[config.mk]
export PLATFORM = sky130hd
export DESIGN_NAME = pipelined_grs_shifter
export DESIGN_NICKNAME = d
export VERILOG_FILES = /design/src/rtl/shifter_pkg.sv /design/src/rtl/pipelined_grs_shifter_lzc.sv /design/src/rtl/pipelined_grs_shifter.sv
export SDC_FILE = /design/constraint.sdc
export NUM_CORES = 1
export LEC_CHECK = 0
export CAP_MARGIN = 20
export CORE_MARGIN = 3
export CORE_UTILIZATION = 38
export CTS_BUF_LIST = sky130_fd_sc_hd__clkbuf_4
export DETAILED_ROUTE_END_ITERATION = 7
export PLACE_DENSITY = 0.69
export SETUP_SLACK_MARGIN = 0.2
export SLEW_MARGIN = 40
export SYNTH_ARGS = -nofsm -noshare
export SYNTH_HDL_FRONTEND = slang
export SYNTH_HIERARCHICAL = 1
export SYNTH_SLANG_ARGS = --single-unit
export TNS_END_PERCENT = 50
[constraint.sdc]
create_clock -name clk -period 2.1 [get_ports clk]
set_input_delay 0.21 -clock clk [delete_from_list [all_inputs] [get_ports clk]]
set_output_delay 0.21 -clock clk [all_outputs]
set_load 0.05 [all_outputs]
[src/rtl/shifter_pkg.sv]
// Shared types for the pipelined GRS mantissa shifter: shift mode, the
// {guard, round, sticky} triple and the barrel-level count helper.
package shifter_pkg;

    typedef enum logic {
        MODE_ALIGN = 1'b0,
        MODE_NORM  = 1'b1
    } mode_e;

    typedef struct packed {
        logic g;
        logic r;
        logic s;
    } grs_t;

    // One barrel level per bit of shift needed to clear {mant, G, R} entirely.
    function automatic int calc_levels(input int mant_width);
        return $clog2(mant_width + 3);
    endfunction

endpackage

[src/rtl/pipelined_grs_shifter_lzc.sv]
// Combinational leading-zero counter; an all-zero input counts as WIDTH.
module lzc #(
    parameter int WIDTH = 24
) (
    input  logic [WIDTH-1:0]           value,
    output logic [$clog2(WIDTH+1)-1:0] count
);

    localparam int CNT_W = $clog2(WIDTH + 1);

    always_comb begin
        count = CNT_W'(WIDTH);
        for (int i = 0; i < WIDTH; i++) begin
            if (value[i]) begin
                count = CNT_W'(WIDTH - 1 - i);
            end
        end
    end

endmodule

[src/rtl/pipelined_grs_shifter.sv]
// Pipelined mantissa shifter: align (right shift, exact sticky) or normalise
// (left shift by capped leading-zero count), barrel levels spread over PIPE_DEPTH stages.
module pipelined_grs_shifter
    import shifter_pkg::*;
#(
    parameter int MANT_WIDTH  = 24,
    parameter int SHIFT_WIDTH = 8,
    parameter int PIPE_DEPTH  = 2
) (
    input  logic                   clk,
    input  logic                   rst,
    input  logic                   in_valid,
    output logic                   in_ready,
    input  logic                   in_mode,
    input  logic [MANT_WIDTH-1:0]  in_mant,
    input  logic [2:0]             in_grs,
    input  logic [SHIFT_WIDTH-1:0] in_shamt,
    output logic                   out_valid,
    input  logic                   out_ready,
    output logic [MANT_WIDTH-1:0]  out_mant,
    output logic [2:0]             out_grs,
    output logic [SHIFT_WIDTH-1:0] out_shamt,
    output logic                   out_zero
);

    localparam int EXT_W   = MANT_WIDTH + 2;
    localparam int LEVELS  = calc_levels(MANT_WIDTH);
    localparam int LZ_W    = $clog2(MANT_WIDTH + 1);
    localparam int BASE_L  = LEVELS / PIPE_DEPTH;
    localparam int EXTRA_L = LEVELS % PIPE_DEPTH;

    typedef struct packed {
        logic [MANT_WIDTH-1:0]  mant;
        grs_t                   grs;
        logic [LEVELS-1:0]      rem;
        mode_e                  mode;
        logic                   zero;
        logic [SHIFT_WIDTH-1:0] eff;
    } stage_t;

    // First barrel level owned by stage k; earlier stages absorb the leftover levels.
    function automatic int lvl_lo(input int k);
        return k * BASE_L + ((k < EXTRA_L) ? k : EXTRA_L);
    endfunction

    // Any align shift of EXT_W or more empties {mant, G, R}; clamp so it fits the barrel.
    function automatic logic [LEVELS-1:0] sat_align_shift(input logic [SHIFT_WIDTH-1:0] sh);
        if (sh >= SHIFT_WIDTH'(EXT_W)) begin
            return LEVELS'(EXT_W);
        end
        return sh[LEVELS-1:0];
    endfunction

    function automatic stage_t shift_levels(input stage_t d, input int lo, input int hi);
        stage_t           q;
        logic [EXT_W-1:0] ext;
        logic [EXT_W-1:0] lost;
        logic             sticky;
        q      = d;
        ext    = {d.mant, d.grs.g, d.grs.r};
        lost   = '0;
        sticky = d.grs.s;
        for (int l = 0; l < LEVELS; l++) begin
            if (l >= lo && l < hi && d.rem[l]) begin
                if (d.mode == MODE_NORM) begin
                    ext = ext << (1 << l);
                end else begin
                    lost   = ext & ~({EXT_W{1'b1}} << (1 << l));
                    sticky = sticky | (|lost);
                    ext    = ext >> (1 << l);
                end
            end
        end
        q.mant = ext[EXT_W-1:2];
        q.grs  = {ext[1], ext[0], sticky};
        return q;
    endfunction

    logic                   adv;
    logic [LZ_W-1:0]        lz;
    logic [SHIFT_WIDTH-1:0] lz_ext;
    stage_t                 s0;
    stage_t                 nxt    [PIPE_DEPTH];
    stage_t                 pipe_p [PIPE_DEPTH];
    logic                   vld_p  [PIPE_DEPTH];

    lzc #(
        .WIDTH (MANT_WIDTH)
    ) u_lzc (
        .value (in_mant),
        .count (lz)
    );

    // Stage 0: effective shift and zero flag, ahead of the first register
    always_comb begin
        lz_ext  = SHIFT_WIDTH'(lz);
        s0      = '0;
        s0.mant = in_mant;
        s0.grs  = in_grs;
        s0.mode = mode_e'(in_mode);
        s0.zero = (in_mant == '0) && (in_grs == 3'b000);
        if (in_mode) begin
            s0.eff = (lz_ext < in_shamt) ? lz_ext : in_shamt;
            s0.rem = s0.eff[LEVELS-1:0];
        end else begin
            s0.eff = in_shamt;
            s0.rem = sat_align_shift(in_shamt);
        end
    end

    assign nxt[0] = shift_levels(s0, lvl_lo(0), lvl_lo(1));

    for (genvar k = 1; k < PIPE_DEPTH; k++) begin : g_stage
        // Stage k: remaining barrel levels on the registered payload of stage k-1
        assign nxt[k] = shift_levels(pipe_p[k-1], lvl_lo(k), lvl_lo(k + 1));
    end

    assign adv      = !out_valid || out_ready;
    assign in_ready = adv;

    always_ff @(posedge clk or posedge rst) begin
        if (rst) begin
            for (int k = 0; k < PIPE_DEPTH; k++) begin
                pipe_p[k] <= '0;
                vld_p[k]  <= 1'b0;
            end
        end else if (adv) begin
            vld_p[0] <= in_valid;
            for (int k = 1; k < PIPE_DEPTH; k++) begin
                vld_p[k] <= vld_p[k-1];
            end
            for (int k = 0; k < PIPE_DEPTH; k++) begin
                pipe_p[k] <= nxt[k];
            end
        end
    end

    // Output boundary: last register stage drives the result ports
    assign out_valid = vld_p[PIPE_DEPTH-1];
    assign out_mant  = pipe_p[PIPE_DEPTH-1].mant;
    assign out_grs   = pipe_p[PIPE_DEPTH-1].grs;
    assign out_shamt = pipe_p[PIPE_DEPTH-1].eff;
    assign out_zero  = pipe_p[PIPE_DEPTH-1].zero;

endmodule

==> flow_summary_export.csv, run 1 <==
group,metric,value,unit
run_status,status,"finished with violations",
run_status,failed_checks,"negative setup slack",
floorplan,die_h,134.1,um
logic_synthesis,synth_ff_type,"dfrtp_1",
timing,finalCritPeriodShare,141.9,%
worst_setup_path,cp.required,2.47,ns
clocking,cts_htree_levels,3,
logic_synthesis,synth_warnings,6,
flow_run,cap_violations,0,
worst_setup_path,r2r_start,"nxt[9]$_DFFE_PP0P_",
logic_synthesis,synth_nets,832,
clocking,clockBufferDepth,2,
floorplan,die_x,134.1,um
routing,avgViaCountPerCell,5.964,
logic_synthesis,seq_area_frac_synth,30.89,%
logic_synthesis,yosysTopAreaCellShare,30.89,%
power_and_ir_drop,peakVddDrop,327.1,uV
clocking,root_buffer,"clkbuf_4",
routing,ant_nets,0,
timing,finClkSkew,0.01525,ns
clocking,clk_latency,0.44,ns
floorplan,core_area,16000,um2
timing,rsz0062_at_grt,"true",
timing,setup_viol,34,
clocking,cts_sinks,77,
floorplan,io_pins,78,
routing,vias,7360,
power_and_ir_drop,p_leak,4.180,nW
layout,final_nets,1057,
layout,nFillCells,1325,
worst_hold_path,hold_start,"in_mant[11]",
place,place_ws,-1.869,ns
logic_synthesis,yosys.area.top_type,"dfrtp_1",
layout,utilization,62.24,%
grt,grt-ovfl-total,0,
timing,drv_slew,0,
worst_setup_path,cp-start-kind,"primary input",
logic_synthesis,yosysMostFrequentCell,"nand2_1",
layout,syn_to_final_growth,59.63,%
grt,grt_max_degree,78,
place,hpwl,15950,um
worst_setup_path,end_kind,"register",
logic_synthesis,netlist_top_cells_count,"95 x nand2_1, 81 x nor2_1, 77 x dfrtp_1",
worst_setup_path,rr_endpoint,"out_grs[0]$_DFFE_PP0P_",
clocking,cts_buffers,9,
timing,holdWs,0.2106,ns
timing,hold_viol_final,0,
logic_synthesis,ys_seq_elements,77,
logic_synthesis,syn_inst,788,
worst_setup_path,rr_worst_depth,9,
clocking,cts_tree,"built",
routing,wl_per_cell,19.33,um
routing,wirelength,23860,um
place,placedInstanceArea,8283,um2
worst_hold_path,holdPathEnd,"nxt[8]$_DFFE_PP0P_",
worst_hold_path,hold_class,"in -> reg",
worst_hold_path,hold_path_depth,4,
logic_synthesis,synth_edf_count,0,
floorplan,rows,46,
worst_setup_path,critPathMaxFanout,5,
timing,max_slew_margin,66.32,%
grt,antenna_found_initial,0,
routing,first_pass_iters,5,
logic_synthesis,synthTopCellsByArea,"dfrtp_1 31%, mux2i_1 7.2%, nand2_1 5.7%",
logic_synthesis,synthArstFlopShare,100.0,%
worst_setup_path,crit_arrival,3.35,ns
power_and_ir_drop,power.density,615.2,nW/um2
floorplan,initial_core_util,38.99,%
grt,grt_usage,24.55,%
timing,setup_slack,-0.8800,ns
floorplan,die_area,17990,um2
timing,post-route-min-period,2.980,ns
worst_setup_path,rrSetupSlack,0.22,ns
timing,clock.fmax,335.6,MHz
clocking,clk_pin_slew_worst_paths,0.12,ns
power_and_ir_drop,power,0.006126,W
layout,final_area,9958,um2
logic_synthesis,synth.distinct_cells,71,
worst_setup_path,crit_type,"in -> reg",
logic_synthesis,synth_area,6238,um2
layout,drive_above_1_share,41.55,%
timing,worst_slew_pin_slew,0.5036,ns
routing,drt_iter0_drc,724,
logic_synthesis,postSynthAreaPerCell,7.917,um2
place,numPortBuffers,77,
layout,n_antenna_cell,0,
grt,grt_pass1_vias,6915,
clocking,hold_buffers,0,
place,routabilityCongestion,0.9696,
grt,grt_pass1_wl,35890,um
routing,drc_errors,0,
-- flip-flops by register name, summed over array words and instances (netlist names) --
| register | cells |
|---|---|
| nxt | 12 |
| out_grs | 3 |
| out_mant | 24 |
| out_shamt | 8 |
| out_valid | 1 |
| out_zero | 1 |
| pipe_p | 27 |
| vld_p | 1 |
-- critical path: stages --
cell           delay, ns
dlygate4sd2_1       0.28
buf_6               0.14
nor4_4              0.32
a31oi_4             0.15
ha_4                0.29
o211ai_1            0.12
buf_4               0.16
o211ai_1            0.27
o211ai_4            0.17
mux2_4              0.36
o31ai_2             0.33
o21ba_1             0.23
nor2_2              0.14
o32a_1              0.16
-- cells in the final DEF, fill, tap and decap left out, types with 9 or more instances in the layout --
master | Yosys | routed
buf_4 | 38 | 183
nand2_1 | 95 | 91
dfrtp_1 | 77 | 77
nor2_1 | 81 | 69
clkdlybuf4s50_1 | 0 | 51
a21oi_1 | 71 | 50
mux2i_1 | 45 | 39
o21ai_0 | 44 | 31
buf_6 | 3 | 31
o21ai_1 | 11 | 14
a21oi_2 | 4 | 14
a31oi_1 | 17 | 14
nand3_1 | 23 | 13
nor2b_1 | 14 | 13
a21oi_4 | 2 | 13
inv_1 | 14 | 12
nor3_1 | 20 | 11
buf_12 | 0 | 11
nor2_4 | 2 | 10
a221o_1 | 10 | 10
a22oi_1 | 15 | 10
clkbuf_4 | 0 | 9
-- report_power, final --
part	internal [W]	total (W)	switching (W)
combinational	0.00131	0.00309	0.00179
clock	0.000476	0.00101	0.000536
sequential	0.00175	0.00202	0.000265
-- kinds of logic after synthesis --
group / share of synthesized area [%]
flops: 30.89
simple gates: 20.54
fa+ha+maj: 0.8023
mux: 8.905
buf+inv: 8.925
compound gates: 29.94
-- metrics by stage --
stage	instances	TNS, ns
floorplan	788	-23.89
global placement	1162	-54.29
detailed placement	1162	-56.93
CTS	1210	-22.27
global route	1234	-25.55
finish	1234	-23.75
-- how the worst max path moves through the flow --
stage	slack (ns)	cells after the start	endpoint	startpoint
3_5_place_dp	-1.87	16	pipe_p[73]$_DFFE_PP0P_	in_mant[10]
2_1_floorplan	-0.89	14	pipe_p[57]$_DFFE_PP0P_	in_mant[6]
3_3_place_gp	-1.80	15	pipe_p[78]$_DFFE_PP0P_	in_mant[11]
6_report	-0.88	14	pipe_p[78]$_DFFE_PP0P_	in_mant[17]
5_1_grt	-0.93	17	pipe_p[66]$_DFFE_PP0P_	in_mant[4]
4_1_cts	-0.79	17	pipe_p[78]$_DFFE_PP0P_	in_mant[7]
-- final cells by class --
cell class,count,area [um2],area share (%)
Clock buffer,9,67.56,0.6785
Clock inverter,7,90.09,0.9046
Inverter,15,60.06,0.6031
Multi-Input combinational cell,609,4857,48.77
Sequential cell,77,1927,19.35
Tap cell,216,270.3,2.714
Timing Repair Buffer,301,2686,26.98
-- what timing repair did --
| action | 4_1_cts | 5_1_grt |
|---|---|---|
| endpoints found under the setup margin | 35 | 48 |
| endpoints found under the hold margin | 0 | 0 |
| pin swaps | 69 | 68 |
| cloned | 1 | 0 |
| gates resized for setup | 178 | 113 |
| buffers inserted | 31 | 24 |
-- layer usage --
metal,global-route usage [%],up-vias,part of all wire [%]
met1,31.97,3530,40
met3,4.164,102,7.4
met2,41.18,398,48
met5,0,-,0
li1,-,3330,-
met4,8.993,0,4.2
Power figures use the tool's default switching activity.
==> inputs of run 2 (changes only) <==
--- a/config.mk
+++ b/config.mk
@@ -11,7 +11,7 @@
 export CTS_BUF_LIST = sky130_fd_sc_hd__clkbuf_4
 export DETAILED_ROUTE_END_ITERATION = 7
 export PLACE_DENSITY = 0.69
-export SETUP_SLACK_MARGIN = 0.2
+export SETUP_SLACK_MARGIN = 0.3
 export SLEW_MARGIN = 40
 export SYNTH_ARGS = -nofsm -noshare
 export SYNTH_HDL_FRONTEND = slang
==> run 2 against run 1 <==
  * The run still ends with negative setup slack left
  * Sequential power about the same
  * Global-route usage up 0.19 points
  * Total power down 2.0%
  * Sequential share of layout area up 0.26 points
  * Clock power about the same
  * Final area down 1.3%
  * Combinational power down 4%
  * Core utilization down 0.82 points
  * Clock-buffer cell count unchanged
  * Via count down 1.5%
==> flow_summary_export.csv, run 2 (synthesis gave the netlist of run 1 again) <==
group,metric,value,unit
run_status,status,"finished with violations",
run_status,failed_checks,"negative setup slack",
place,dpl.cell_count,1162,
place,hpwl,15950,um
grt,grt_max_degree,78,
routing,first_pass_iters,5,
floorplan,initial_core_util,38.99,%
layout,syn_to_final_growth,57.52,%
power_and_ir_drop,p_comb_share,49.6,%
timing,rsz0062_at_grt,"true",
layout,largest_reg_flops,27,
routing,drt_iter0_drc,704,
worst_setup_path,cp.required,2.49,ns
power_and_ir_drop,power_frac_clock,16.9,%
layout,drive_above_1_share,40.73,%
routing,ant_nets,0,
grt,use_met3,4.351,%
worst_setup_path,crit_type,"in -> reg",
timing,drv_slew,0,
routing,wirelength,23630,um
layout,largest_register,"pipe_p",
worst_hold_path,hold_class,"in -> reg",
grt,grt-ovfl-total,0,
place,numPortBuffers,77,
power_and_ir_drop,switching_share,42.91,%
timing,post-route-min-period,3.031,ns
grt,grt_usage,24.74,%
power_and_ir_drop,p_int,0.003429,W
clocking,cts_htree_levels,3,
clocking,cts_tree,"built",
grt,grtUsageMet1,32.37,%
routing,avgViaCountPerCell,5.920,
power_and_ir_drop,power.density,611.2,nW/um2
clocking,clockBufferDepth,2,
floorplan,die_x,134.1,um
clocking,cts_buffers,9,
grt,grt_pass1_vias,6917,
clocking,clk_latency,0.44,ns
grt,gr-usage-met2,41.58,%
layout,final_nets,1048,
timing,setup_slack,-0.9315,ns
timing,finClkSkew,0.01786,ns
layout,final_cell_count_no_fill,1225,
timing,worst_slew_pin_slew,0.4528,ns
place,routabilityCongestion,0.9696,
floorplan,rows,46,
timing,clock.fmax,329.9,MHz
layout,n_antenna_cell,0,
clocking,root_buffer,"clkbuf_4",
routing,wl_per_cell,19.29,um
power_and_ir_drop,peakVddDrop,318.2,uV
floorplan,core_area,16000,um2
flow_run,cap_violations,0,
layout,final_cell_mix,"176 x buf_4, 92 x nand2_1, 77 x dfrtp_1, 69 x nor2_1, 48 x a21oi_1",
power_and_ir_drop,power_frac_seq,33.5,%
power_and_ir_drop,p_leak,4.255,nW
power_and_ir_drop,power,0.006006,W
floorplan,io_pins,78,
routing,vias,7252,
grt,top_usage_layer,"met2",
timing,setup_viol,34,
place,place_ws,-1.869,ns
floorplan,die_area,17990,um2
power_and_ir_drop,p_sw,0.002577,W
worst_setup_path,critPathMaxFanout,7,
worst_setup_path,end_kind,"register",
routing,drc_errors,0,
timing,hold_viol_final,0,
grt,antenna_found_initial,0,
clocking,cts_sinks,77,
worst_setup_path,cp-start-kind,"primary input",
clocking,clk_pin_slew_worst_paths,0.14,ns
timing,finalCritPeriodShare,144.4,%
timing,max_slew_margin,68.95,%
grt,grt_pass1_wl,36200,um
floorplan,die_h,134.1,um
layout,layout_commonest_cell,"buf_4",
worst_setup_path,crit_arrival,3.42,ns
[run 2: metrics by stage]
step                hold WS (ns)  TNS [ns]  util, %  instance area, um2
detailed placement        0.4592    -56.93    51.77                8283
floorplan                 0.3224    -23.89        -                6397
finish                    0.2027    -23.39    61.42                9827
global placement          0.4435    -54.29    51.77                8283
global route              0.1948    -24.94    61.42                9827
CTS                       0.2240    -22.01    58.35                9336
[run 2: critical path, cell delays in order]
cell and delay (ns):
clkdlybuf4s15_1 0.18, buf_4 0.17, or3_1 0.36, o211ai_1 0.24, o211ai_1 0.18, nor3b_2 0.27
o21ai_2 0.13, buf_4 0.17, a41oi_4 0.19, buf_6 0.17, buf_6 0.13, buf_4 0.12
nand3_1 0.11, a21oi_1 0.29, nor2_1 0.11, a41o_1 0.27, a21oi_2 0.12
[run 2: area by class of cell]
type | instances | area [um2]
fill | 1346 | 6173
multi-input combinational | 609 | 4837
timing repair buffer | 292 | 2575
sequential | 77 | 1927
tap | 216 | 270.3
clock inverter | 7 | 90.09
clock buffer | 9 | 67.56
inverter | 15 | 60.06
[run 2: power by group through the flow]
stage | Clock, W | Combinational (W) | Sequential [W]
final | 0.00102 | 0.00298 | 0.00201
after floorplan | 0 | 0.00184 | 0.00195
after global routing | 0.00113 | 0.00315 | 0.00205
after detailed placement | 0 | 0.00264 | 0.00204
after CTS | 0.00103 | 0.00278 | 0.00201
after global placement | 0 | 0.00262 | 0.00203
[run 2: per-layer routing]
layer	share of wire, %	up-vias
met5	0	-
met4	4.2	0
met3	8.0	107
met2	48	412
met1	40	3410
li1	-	3323
[run 2: path summary, 6_finish.rpt]
kind / start / end / slack, ns / depth (start not counted)
min in group asynchronous: rst / nxt[4]$_DFFE_PP0P_ / 0.21 / 3
max in group asynchronous: rst / pipe_p[80]$_DFFE_PP0P_ / 1.57 / 3
hold reg to reg: out_shamt[1]$_DFFE_PP0P_ / out_shamt[1]$_DFFE_PP0P_ / 0.48 / 2
setup / recovery: in_mant[6] / pipe_p[57]$_DFFE_PP0P_ / -0.93 / 17
hold / removal: in_mant[11] / nxt[8]$_DFFE_PP0P_ / 0.20 / 4
setup reg to reg: nxt[9]$_DFFE_PP0P_ / out_grs[0]$_DFFE_PP0P_ / 0.20 / 9
[run 2: timing repair]
action	4_1_cts	5_1_grt
gates cloned	1	0
resized for setup	230	92
hold buffers	0	0
endpoints found under the setup margin	72	36
pin swaps	73	59
buffers inserted	32	14
